**src/rtl/eth_parser_pkg.sv**
```systemverilog
// eth_parser_pkg: shared Ethernet types for the RX parser and the TX frame builder.
// Build macro ETH_TX_PAD_EN adds the PAD state to the TX state encoding.
package eth_parser_pkg;

   localparam logic [15:0] ETHERTYPE_IPV4 = 16'h0800;
   localparam logic [15:0] ETHERTYPE_ARP  = 16'h0806;
   localparam logic [15:0] ETHERTYPE_IPV6 = 16'h86DD;
   localparam logic [15:0] ETHERTYPE_VLAN = 16'h8100;

   localparam int ETH_HDR_BYTES       = 14;
   localparam int ETH_MIN_FRAME_BYTES = 60;

   typedef struct packed {
      logic [47:0] dest_mac;
      logic [47:0] src_mac;
      logic [15:0] ethertype;
      logic        is_ipv4;
      logic        is_arp;
      logic        is_ipv6;
      logic        is_vlan;
   } eth_metadata_t;

`ifdef ETH_TX_PAD_EN
   typedef enum logic [1:0] {
      TX_IDLE,
      TX_HDR,
      TX_PAYLOAD,
      TX_PAD
   } tx_state_t;
`else
   typedef enum logic [1:0] {
      TX_IDLE,
      TX_HDR,
      TX_PAYLOAD
   } tx_state_t;
`endif

   // Header bytes in wire order: dest MAC, src MAC, ethertype, MSB first.
   function automatic logic [ETH_HDR_BYTES*8-1:0] eth_hdr_pack(input eth_metadata_t m);
      return {m.dest_mac, m.src_mac, m.ethertype};
   endfunction

endpackage

```
**src/rtl/eth_tx_out_reg.sv**
```systemverilog
// eth_tx_out_reg: single-stage AXI-Stream output register with the advance
// (load-enable) signal and the registered end-of-frame pulse.
module eth_tx_out_reg #(
   parameter int DATA_WIDTH = 8
) (
   input  logic                  clk,
   input  logic                  rst,
   input  logic                  load,
   input  logic [DATA_WIDTH-1:0] load_data,
   input  logic                  load_last,
   input  logic                  m_axis_tready,
   output logic                  adv,
   output logic [DATA_WIDTH-1:0] m_axis_tdata,
   output logic                  m_axis_tvalid,
   output logic                  m_axis_tlast,
   output logic                  frame_done
);

   logic                  valid_q, valid_d;
   logic                  last_q, last_d;
   logic [DATA_WIDTH-1:0] data_q, data_d;
   logic                  done_q, done_d;

   assign adv = !valid_q || m_axis_tready;

   // Next register contents: data/last only change when the slot is free or draining.
   always_comb begin
      valid_d = valid_q;
      last_d  = last_q;
      data_d  = data_q;
      if (adv) begin
         valid_d = load;
         last_d  = load && load_last;
         if (load) begin
            data_d = load_data;
         end
      end
      done_d = valid_q && m_axis_tready && last_q;
   end

   // Output register state with asynchronous clear.
   always_ff @(posedge clk or posedge rst) begin
      if (rst) begin
         valid_q <= 1'b0;
         last_q  <= 1'b0;
         data_q  <= '0;
         done_q  <= 1'b0;
      end else begin
         valid_q <= valid_d;
         last_q  <= last_d;
         data_q  <= data_d;
         done_q  <= done_d;
      end
   end

   assign m_axis_tdata  = data_q;
   assign m_axis_tvalid = valid_q;
   assign m_axis_tlast  = last_q;
   assign frame_done    = done_q;

endmodule

```
**src/rtl/eth_frame_builder.sv**
```systemverilog
// eth_frame_builder: prepends the 14-byte Ethernet header from a descriptor to a
// byte-wide payload stream. Build macro ETH_TX_PAD_EN zero-pads short frames up
// to MIN_FRAME_BYTES (header included, FCS excluded).
module eth_frame_builder
   import eth_parser_pkg::*;
#(
   parameter int DATA_WIDTH      = 8,
   parameter int MIN_FRAME_BYTES = ETH_MIN_FRAME_BYTES
) (
   input  logic                  clk,
   input  logic                  rst,
   input  eth_metadata_t         s_hdr,
   input  logic                  s_hdr_valid,
   output logic                  s_hdr_ready,
   input  logic [DATA_WIDTH-1:0] s_axis_tdata,
   input  logic                  s_axis_tvalid,
   output logic                  s_axis_tready,
   input  logic                  s_axis_tlast,
   output logic [DATA_WIDTH-1:0] m_axis_tdata,
   output logic                  m_axis_tvalid,
   input  logic                  m_axis_tready,
   output logic                  m_axis_tlast,
   output logic                  frame_done
);

   localparam int HDR_BITS = ETH_HDR_BYTES * 8;

   if (DATA_WIDTH != 8 || MIN_FRAME_BYTES < 1) begin : g_param_check
      $error("eth_frame_builder: only DATA_WIDTH == 8 and MIN_FRAME_BYTES >= 1 are supported");
   end

   tx_state_t             state_q, state_d;
   logic [HDR_BITS-1:0]   hdr_sr_q, hdr_sr_d, hdr_bytes;
   logic [3:0]            hdr_idx_q, hdr_idx_d;
   logic [15:0]           byte_cnt_q, byte_cnt_d, cnt_inc;
   logic                  hdr_ready_q, hdr_ready_d;
   logic                  adv, load, load_last, payload_ready;
   logic [DATA_WIDTH-1:0] load_data;
`ifdef ETH_TX_PAD_EN
   logic [16:0]           cnt_plus1;
`endif

   logic unused_hdr_flags;
   assign unused_hdr_flags = ^{s_hdr.is_ipv4, s_hdr.is_arp, s_hdr.is_ipv6, s_hdr.is_vlan};

   assign hdr_bytes = eth_hdr_pack(s_hdr);
   assign cnt_inc   = (byte_cnt_q == 16'hFFFF) ? byte_cnt_q : byte_cnt_q + 16'd1;
`ifdef ETH_TX_PAD_EN
   assign cnt_plus1 = {1'b0, byte_cnt_q} + 17'd1;
`endif

   // Frame sequencing: picks the next byte for the output register and the next state.
   // A descriptor accepted while the output slot is free loads its first byte at once.
   always_comb begin
      state_d       = state_q;
      hdr_sr_d      = hdr_sr_q;
      hdr_idx_d     = hdr_idx_q;
      byte_cnt_d    = byte_cnt_q;
      load          = 1'b0;
      load_data     = '0;
      load_last     = 1'b0;
      payload_ready = 1'b0;
      case (state_q)
         TX_IDLE: begin
            if (s_hdr_valid && hdr_ready_q) begin
               state_d    = TX_HDR;
               hdr_sr_d   = hdr_bytes;
               hdr_idx_d  = 4'd0;
               byte_cnt_d = 16'd0;
               if (adv) begin
                  load       = 1'b1;
                  load_data  = hdr_bytes[HDR_BITS-1 -: 8];
                  hdr_sr_d   = hdr_bytes << 8;
                  hdr_idx_d  = 4'd1;
                  byte_cnt_d = 16'd1;
               end
            end
         end
         TX_HDR: begin
            if (adv) begin
               load       = 1'b1;
               load_data  = hdr_sr_q[HDR_BITS-1 -: 8];
               hdr_sr_d   = hdr_sr_q << 8;
               hdr_idx_d  = hdr_idx_q + 4'd1;
               byte_cnt_d = cnt_inc;
               if (hdr_idx_q == 4'(ETH_HDR_BYTES - 1)) begin
                  state_d = TX_PAYLOAD;
               end
            end
         end
         TX_PAYLOAD: begin
            payload_ready = adv;
            if (adv && s_axis_tvalid) begin
               load       = 1'b1;
               load_data  = s_axis_tdata;
               byte_cnt_d = cnt_inc;
               if (s_axis_tlast) begin
`ifdef ETH_TX_PAD_EN
                  if (cnt_plus1 < 17'(MIN_FRAME_BYTES)) begin
                     state_d = TX_PAD;
                  end else begin
                     load_last = 1'b1;
                     state_d   = TX_IDLE;
                  end
`else
                  load_last = 1'b1;
                  state_d   = TX_IDLE;
`endif
               end
            end
         end
`ifdef ETH_TX_PAD_EN
         TX_PAD: begin
            if (adv) begin
               load       = 1'b1;
               load_data  = '0;
               byte_cnt_d = cnt_inc;
               if (cnt_plus1 >= 17'(MIN_FRAME_BYTES)) begin
                  load_last = 1'b1;
                  state_d   = TX_IDLE;
               end
            end
         end
`endif
         default: begin
            state_d = TX_IDLE;
         end
      endcase
      hdr_ready_d = (state_d == TX_IDLE);
   end

   // Sequencer state; reset abandons any partial frame.
   always_ff @(posedge clk or posedge rst) begin
      if (rst) begin
         state_q     <= TX_IDLE;
         hdr_sr_q    <= '0;
         hdr_idx_q   <= 4'd0;
         byte_cnt_q  <= 16'd0;
         hdr_ready_q <= 1'b0;
      end else begin
         state_q     <= state_d;
         hdr_sr_q    <= hdr_sr_d;
         hdr_idx_q   <= hdr_idx_d;
         byte_cnt_q  <= byte_cnt_d;
         hdr_ready_q <= hdr_ready_d;
      end
   end

   assign s_hdr_ready   = hdr_ready_q;
   assign s_axis_tready = payload_ready;

   eth_tx_out_reg #(
      .DATA_WIDTH(DATA_WIDTH)
   ) u_out_reg (
      .clk          (clk),
      .rst          (rst),
      .load         (load),
      .load_data    (load_data),
      .load_last    (load_last),
      .m_axis_tready(m_axis_tready),
      .adv          (adv),
      .m_axis_tdata (m_axis_tdata),
      .m_axis_tvalid(m_axis_tvalid),
      .m_axis_tlast (m_axis_tlast),
      .frame_done   (frame_done)
   );

endmodule

```
**config.mk**
```make
export PLATFORM = sky130hd
export DESIGN_NAME = eth_frame_builder
export DESIGN_NICKNAME = d
export VERILOG_FILES = /design/src/rtl/eth_parser_pkg.sv /design/src/rtl/eth_tx_out_reg.sv /design/src/rtl/eth_frame_builder.sv
export SDC_FILE = /design/constraint.sdc
export NUM_CORES = 1
export LEC_CHECK = 0
export ABC_AREA = 0
export BUFFER_PORTS_ARGS = -buffer_cell sky130_fd_sc_hd__buf_2
export CAP_MARGIN = 5
export CORE_ASPECT_RATIO = 1.75
export CORE_UTILIZATION = 50
export CTS_CLUSTER_SIZE = 12
export DETAILED_ROUTE_END_ITERATION = 10
export GPL_TIMING_DRIVEN = 0
export PLACE_DENSITY = 0.73
export SYNTH_ARGS = -nofsm -noshare
export SYNTH_HDL_FRONTEND = slang
export SYNTH_HIERARCHICAL = 1
export SYNTH_SLANG_ARGS = --single-unit
```
**constraint.sdc**
```tcl
create_clock -name clk -period 5.11 [get_ports clk]
set_input_delay 1.022 -clock clk [delete_from_list [all_inputs] [get_ports clk]]
set_output_delay 1.022 -clock clk [all_outputs]
set_load 0.02 [all_outputs]
```
==> results of run 1 <==
## layout by cell type (no fill, tap or decap), types with 2 or more instances in the layout
| cell type | count |
|---|---|
| mux2i_1 | 160 |
| buf_2 | 151 |
| dfrtp_1 | 130 |
| mux2_2 | 116 |
| inv_1 | 46 |
| mux2_4 | 32 |
| clkbuf_16 | 17 |
| a22o_1 | 15 |
| buf_6 | 14 |
| mux2_1 | 13 |
| buf_4 | 11 |
| a21o_1 | 9 |
| nor2_1 | 5 |
| clkbuf_1 | 4 |
| clkinvlp_4 | 4 |
| and2_1 | 3 |
| inv_6 | 3 |
| clkinv_2 | 3 |
| bufinv_16 | 3 |
| nand2b_4 | 2 |
| buf_8 | 2 |
| or3_1 | 2 |
| nand3_1 | 2 |
| o21ai_0 | 2 |
| ha_1 | 2 |
## cell type report
type                            instances  share of cell area (%)
Buffer                                 43                    3.69
Clock buffer                           18                    4.57
Clock inverter                         13                    1.72
Inverter                               47                    1.93
Multi-Input combinational cell        384                    43.3
Sequential cell                       130                    34.7
Tap cell                              186                    2.48
Timing Repair Buffer                  139                    7.65
## worst paths after layout
path | endpoint | slack, ns | cells past startpoint
worst min-delay path | hdr_sr_q[0] | 0.50 | 1
worst max-delay path | s_axis_tready | 2.03 | 7
min in group asynchronous | hdr_sr_q[108] | 0.58 | 2
worst max register to register | u_out_reg/m_axis_tdata[3] | 2.79 | 8
worst min register to register | hdr_sr_q[0] | 0.50 | 1
max in group asynchronous | hdr_sr_q[55] | 3.80 | 3
## logic make-up after synthesis
family	synth area share, %
xor gates and xnor gates	0.112
AOI/OAI and AO/OA	3.37
DFF	41.5
buffers and inverters	6.67
adders and majority gates	0.319
muxes	45.1
and+or+nand+nor	2.94
## metal layers
layer	up-vias	part of all wire, %	wire (um)
met5	-	0	0
li1	2469	-	-
met2	141	55	10300
met3	41	3.5	664
met1	2642	38	7240
met4	0	3.7	692
## flip-flops by register name (all words and copies together), names as in the netlist
| signal | count |
|---|---|
| s_hdr_ready | 1 |
| u_out_reg/m_axis_tvalid | 1 |
| hdr_sr_q | 112 |
| state_q | 2 |
| u_out_reg/m_axis_tdata | 8 |
| u_out_reg/m_axis_tlast | 1 |
| hdr_idx_q | 4 |
| u_out_reg/frame_done | 1 |
## synth_stat cells (all sizes together), types with 2 or more instances
cell    number  area [um2]
nand3        2        10.0
nand2        2        23.8
inv         47         176
a22o        15         131
dfrtp      130        3250
nor2         5        18.8
mux2       161        1930
nand3b       2        27.5
o21ai        2        10.0
a21o         9        67.6
nand2b       3        33.8
mux2i      160        1600
buf         40         335
and2         3        18.8
ha           2        25.0
a21oi        2        21.3
clkbuf       3        11.3
or3          2        12.5
## worst reg2reg max path: cells and delay by family (launching register included)
family / cells / cell delay, ns
mux: 1 / 0.32
simple gates: 4 / 0.97
flops: 1 / 0.41
buf+inv: 3 / 0.52
## power breakdown
part	switching [mW]	leakage [nW]	internal (mW)
Combinational	1.30	2.93	1.53
Clock	0.460	0.279	0.764
Sequential	0.228	1.59	1.52
Total	1.99	4.80	3.82
## metrics by stage
step	total power [mW]	hold WS, ns	setup TNS (ns)
after global placement	4.49	0.488	-70.94
after CTS	5.86	0.508	0
after floorplan	3.99	0.473	0
after detailed placement	4.62	0.491	0
final	5.81	0.504	0
after global routing	6.16	0.522	0
==> run metrics, run 1 <==
status finished clean; Port Buffers 138; crit-path most repeated cell buf_2; Via Count 5293; post-CTS setup repair buffer count 0; max cap viols 0; WP buf/inv 5; met3 usage 4.13%; asr flop ratio synth 100%; Final Net Count 894; Initial Util 51.2%; clock latency on the worst-skew pair 0.41 ns; chip width 96.7 um; DR iter-0 viols 181; final slew viol count 0; Final WS setup 2.03 ns; Syn Area/Cell 13.0 um2; I/O Pins 143; GRT overflow 0; CTS Buf Count 17; area grow syn2layout 19.7%; clk buf depth 2; Slew @ Worst Pin 0.509 ns; Ys Warns 6; drt wl/cell 19.7 um; Crit path max-delay family buffers and inverters; CP Class primary input to output pin; Reg-to-Reg Start u_out_reg/m_axis_tvalid; critical path startpoint category primary input; placed cell areas 0.00879 mm2; Post-synth EDFFs 0; Worst VDD drop 0.000331 V; vias in the first global route 5780; Die Footprint 0.0162 mm2; Final Core Density 61.3%; root buffer cell clkbuf_16; number of diodes 0; met2 usage 44.1%; hold_buf cts 0; Clock transition at path regs 0.06 ns; GR peak layer met2; # placed instances 929; CTS sink cnt 130; fmax 324 MHz; hold crit path type register to register; Post-DP HPWL 14500 um; worst endpoint required time 4.09 ns; DRT antenna net count 0; die height 168 um; top_reg_cell synth dfrtp_1; Syn Nets 736; Tcrit/Tclk final 60.3%; fin cells 960; library cells used by synthesis 41; met1 Use GR 27.4%; final hold violations 0; CP max stage cell buf_2; largest net degree at the start of global routing 93; crit path cell chain buf_2, nand2b_4, buf_6, buf_2, inv_1, nor2_1, buf_2; row count 60; Seq/Total Area, Yosys 41.5%; post-route design area 0.00939 mm2; TritonCTS clock tree built; number of fill cells 1256; layout cell share with drive strength beyond 1 47.2%; min Tclk post-route 3.08 ns; register bit count reported by yosys 130; maximum fanout along the worst path 10; post-placement worst setup slack 2.00 ns; cell area after synthesis 0.00784 mm2; slowest stage delay, CP 0.25 ns; Worst Setup SP m_axis_tready; Worst slew margin 66.1%; min-delay src hdr_sr_q[0]; DRC 0; # resized after CTS 0; initial antenna violation count 0; CP Capture Type output pin; LEAKAGE 4.80 nW; gpl congestion 0.825; first-pass GRT wire length 30600 um; skew final 0.00838 ns; overall global routing resource usage 24.3%; H-tree Lvls 4; power per cell area 619 mW/mm2; RSZ-0062 raised after global routing false; multi-input logic area 0.00406 mm2; core footprint 0.0153 mm2; Via density 5.51; endpoints failing setup 0; Mapped Cells 604; WL final 18900 um; crit path DAT 2.06 ns; Pre-antenna DRT Iters 4; Storage cell area 0.00325 mm2
(Power assumes the default switching activity.)
==> run 2: changes to the inputs <==
==> constraint.sdc (replaced) <==
create_clock -name clk -period 3 [get_ports clk]
set_input_delay 0.6 -clock clk [delete_from_list [all_inputs] [get_ports clk]]
set_output_delay 0.6 -clock clk [all_outputs]
set_load 0.02 [all_outputs]
==> run metrics, run 2 (synthesis results as in run 1) <==
status finished clean; commonest non-fill, non-tap cell in the layout mux2i_1; # resized after CTS 0; largest net degree at the start of global routing 40; fin cells 962; register-to-register path setup slack 0.69 ns; min Tclk post-route 2.32 ns; GRT overflow 0; fmax 430 MHz; DR iter-0 viols 232; power per cell area 1040 mW/mm2; DRT antenna net count 0; Pre-antenna DRT Iters 4; DRC 0; final slew viol count 0; Sum Neg Setup Slack 0 ns; CP max stage cell dfrtp_1; Via density 5.51; Reg2Reg Depth 8; root buffer cell clkbuf_16; hold crit path type primary input to asynchronous set/reset pin; CP Class register to output pin; drt wl/cell 19.7 um; core footprint 0.0153 mm2; Power Internal 6.30 mW; endpoints failing setup 0; clock share of power 19.4%; Sequential Power Share 30.7%; RSZ-0062 raised after global routing false; row count 60; slowest stage delay, CP 0.42 ns; total net switching power 3.40 mW; critical path startpoint category register; crit path DAT 1.72 ns; CP Capture Point s_axis_tready; Tcrit/Tclk final 77.5%; CTS sink cnt 130; maximum fanout along the worst path 10; area grow syn2layout 19.5%; worst endpoint required time 2.40 ns; Power, Total 9.69 mW; I/O Pins 143; clock latency on the worst-skew pair 0.41 ns; skew final 0.00785 ns; Via Count 5299; LEAKAGE 4.79 nW; layout cell share with drive strength beyond 1 47.4%; post-CTS setup repair buffer count 0; Post-DP HPWL 14500 um; initial antenna violation count 0; Biggest register hdr_sr_q; clk buf depth 2; final hold violations 0; TritonCTS clock tree built; Die Footprint 0.0162 mm2; CTS Buf Count 17; Port Buffers 138; number of fill cells 1258; Initial Util 51.2%; Clock transition at path regs 0.06 ns; Reg-to-Reg Start u_out_reg/m_axis_tvalid; # placed instances 931; overall global routing resource usage 24.2%; reg2reg end u_out_reg/m_axis_tdata[7]; H-tree Lvls 4; vias in the first global route 5759; gpl congestion 0.829; first-pass GRT wire length 30600 um; die height 168 um; chip width 96.7 um; multi-input logic area 0.00406 mm2; WL final 19000 um; Worst Setup SP u_out_reg/m_axis_tvalid; Comb pwr share 49.9%; Slew @ Worst Pin 0.505 ns; Storage cell area 0.00325 mm2; number of diodes 0; crit-path most repeated cell buf_2; flip-flop count of the largest register after layout 112; Worst slew margin 66.3%; max cap viols 0; Worst VDD drop 0.000657 V; hold_buf cts 0; sw frac 35.0%; most frequent cells in the layout mux2i_1 (160), buf_2 (151), dfrtp_1 (130), mux2_2 (116), inv_1 (46); CP Capture Type output pin; crit path cell chain nand2b_4, buf_6, buf_2, inv_1, nor2_1, buf_2; Final Net Count 896
## run 2: worst min-delay path by stage
stage / startpoint / endpoint / slack, ns
finish: rst / hdr_sr_q[107] / 0.16
global route: rst / hdr_sr_q[97] / 0.16
CTS: rst / hdr_sr_q[107] / 0.15
detailed placement: u_out_reg/m_axis_tdata[1] / u_out_reg/m_axis_tdata[1] / 0.49
global placement: hdr_sr_q[5] / hdr_sr_q[5] / 0.49
floorplan: rst / u_out_reg/frame_done / 0.45
## run 2: power groups by stage
stage | sequential [mW] | clock (mW) | combinational [mW]
final | 2.98 | 1.88 | 4.84
after global routing | 3.06 | 1.97 | 5.22
after CTS | 2.98 | 1.91 | 4.88
after detailed placement | 3.01 | 0 | 4.85
after global placement | 2.96 | 0 | 4.69
after floorplan | 2.94 | 0 | 3.86
## run 2: critical path: cells and delay by family, from the launching register on
kind / cells / cell delay [ns]
flops: 1 / 0.42
simple gates: 2 / 0.24
buf+inv: 4 / 0.65
## run 2: metal layers
layer,wire length (um),vias to the layer above,GRT usage (%)
met5,0,-,0
met4,449,0,8.76
met3,592,30,4.67
met2,10600,138,45.2
met1,7360,2646,27.0
li1,-,2485,-
## run 2: cell type report
cell class | instances | share of cell area (%)
plain buffers | 43 | 3.70
well taps | 186 | 2.49
flip-flops and latches | 130 | 34.7
clock inverters | 12 | 0.909
inverters | 47 | 1.92
repair buffers | 141 | 8.02
multi-input cells | 384 | 43.4
clock buffers | 19 | 4.84
## run 2: through the flow
stage	util, %	instance area (um2)	hold slack [ns]	setup WS (ns)
finish	61.1	9360	0.158	0.675
global route	61.1	9360	0.161	0.589
CTS	61.1	9360	0.149	0.646
detailed placement	57.6	8830	0.488	0.321
global placement	57.2	8770	0.488	0.0809
floorplan	-	7840	0.452	0.622
==> run 3: changes to the inputs <==
--- a/config.mk
+++ b/config.mk
@@ -5,7 +5,7 @@
 export SDC_FILE = /design/constraint.sdc
 export NUM_CORES = 1
 export LEC_CHECK = 0
-export ABC_AREA = 0
+export ABC_AREA = 1
 export BUFFER_PORTS_ARGS = -buffer_cell sky130_fd_sc_hd__buf_2
 export CAP_MARGIN = 5
 export CORE_ASPECT_RATIO = 1.75
==> constraint.sdc (replaced) <==
create_clock -name clk -period 2.25 [get_ports clk]
set_input_delay 0.45 -clock clk [delete_from_list [all_inputs] [get_ports clk]]
set_output_delay 0.45 -clock clk [all_outputs]
set_load 0.02 [all_outputs]
==> run metrics, run 3 <==
I/O Pins 143; flip-flop count of the largest register after layout 112; endpoints failing setup 0; post-route design area 0.00909 mm2; RSZ-0062 raised after global routing false; Slew @ Worst Pin 0.632 ns; number of diodes 0; hold_buf cts 0; Clock transition at path regs 0.06 ns; CTS Buf Count 17; GRT overflow 0; Seq/Total Area, Yosys 43.5%; Sum Neg Setup Slack 0 ns; min Tclk post-route 2.13 ns; Via density 5.34; vias in the first global route 7693; LEAKAGE 4.86 nW; clock share of power 23.2%; post-placement worst setup slack -0.118 ns; Ys Warns 6; worst endpoint required time 1.80 ns; core footprint 0.0145 mm2; Post-DP HPWL 15900 um; register bit count reported by yosys 130; library cells used by synthesis 23; Comb pwr share 46.2%; skew final 0.00916 ns; Synth top cells by count nand2_1 (493), nand3_1 (230), dfrtp_1 (130); H-tree Lvls 4; overall global routing resource usage 30.4%; die height 164 um; total net switching power 5.28 mW; placed cell areas 0.00845 mm2; top_reg_cell synth dfrtp_1; power per cell area 1420 mW/mm2; Reg2Reg Depth 11; chip width 94.4 um; Tcrit/Tclk final 94.8%; Biggest register hdr_sr_q; crit path DAT 1.68 ns; Worst VDD drop 0.000620 V; CP Class register to output pin; Die Footprint 0.0155 mm2; Power Internal 7.63 mW; sw frac 40.9%; Sequential Power Share 30.5%; first-pass GRT wire length 36300 um; layout cell share with drive strength beyond 1 21.4%; clk buf depth 2; Final Core Density 62.6%; max cap viols 0; Syn Area/Cell 6.97 um2; cell area after synthesis 0.00747 mm2; Pre-antenna DRT Iters 5; Syn Nets 1204; Port Buffers 138; Worst slew margin 57.8%; hold crit path type primary input to asynchronous set/reset pin; final hold violations 0; clock latency on the worst-skew pair 0.42 ns; asr flop ratio synth 100%; DRT antenna net count 0; Synth area leader dfrtp_1; row count 58; Post-synth EDFFs 0; Synth top area share 43.5%; CTS sink cnt 130; WL final 21800 um; critical path startpoint category register; Via Count 7609; initial antenna violation count 1; root buffer cell clkbuf_16; Mapped Cells 1072; drt wl/cell 15.3 um; commonest non-fill, non-tap cell in the layout nand2_1; largest net degree at the start of global routing 41; area grow syn2layout 21.7%; gpl congestion 0.870; maximum fanout along the worst path 12; Final Net Count 1365; Initial Util 51.5%; Hold WS 0.0438 ns; count leader, synth nand2_1; final slew viol count 0; DRC 0; fmax 469 MHz; DR iter-0 viols 555; most frequent cells in the layout nand2_1 (493), nand3_1 (230), buf_2 (164), dfrtp_1 (130), or2_2 (43); dominant cells by area after synthesis dfrtp_1 (44%), nand2_1 (25%), nand3_1 (15%); status finished clean; CP Capture Type output pin; TritonCTS clock tree built; Final WS setup 0.117 ns
==> run 3: stage by stage <==
stage,std cells,total power [mW]
after global placement,1390,9.74
final,1425,12.9
after detailed placement,1393,9.88
after floorplan,1072,8.26
after global routing,1425,14.0
after CTS,1424,12.9
==> run 3: path summary, 6_finish.rpt <==
path | start | end | slack [ns]
worst min-delay path | rst | u_out_reg/frame_done | 0.04
worst min register to register | hdr_sr_q[93] | hdr_sr_q[93] | 0.47
min in group clk | s_hdr[8] | hdr_sr_q[4] | 0.25
worst max register to register | u_out_reg/m_axis_tvalid | u_out_reg/m_axis_tdata[5] | 0.23
max in group asynchronous | rst | hdr_sr_q[89] | 1.26
worst max-delay path | u_out_reg/m_axis_tvalid | s_axis_tready | 0.12
==> run 3: metal layers <==
layer,global-route usage (%),wire [um],vias up
li1,-,-,3723
met1,33.9,8300,3567
met2,54.5,11600,252
met3,5.65,1100,65
met4,14.8,842,2
met5,0,10,-
==> run 3: power groups by stage <==
stage | clock, mW | sequential [mW] | combinational, mW
after floorplan | 0 | 3.88 | 4.39
after global placement | 0 | 3.94 | 5.80
after detailed placement | 0 | 3.96 | 5.93
after CTS | 3.02 | 3.93 | 5.98
after global routing | 3.13 | 4.05 | 6.82
final | 3.00 | 3.94 | 5.97
==> run 3: repair_timing <==
action,4_1_cts,5_1_grt
buffers inserted,0,1
pin swaps,0,1
resized for setup,1,3
setup endpoints to repair,1,10
==> run 3: logic make-up (layout without fill, tap and decap cells) <==
kind of cell	Yosys count	after routing	synth area share, %
DFF	130	130	43.5
buffers and inverters	90	263	5.74
AOI/OAI and AO/OA	10	10	0.670
and+or+nand+nor	839	839	49.6
adders and majority gates	2	2	0.335
xor gates and xnor gates	1	1	0.117
==> run 3: cell type report <==
type,instances,area (um2)
tap,180,225
inverter,20,78.8
fill,1416,5420
buffer,70,355
timing repair buffer,142,758
clock buffer,20,437
sequential,130,3250
multi-input combinational,852,3800
clock inverter,11,186
==> run 3: critical path, cell delays in order (launching register included) <==
cell	delay [ns]
dfrtp_1	0.40
nand2_2	0.11
buf_6	0.16
inv_2	0.10
buf_2	0.20
nor2_1	0.12
buf_2	0.17
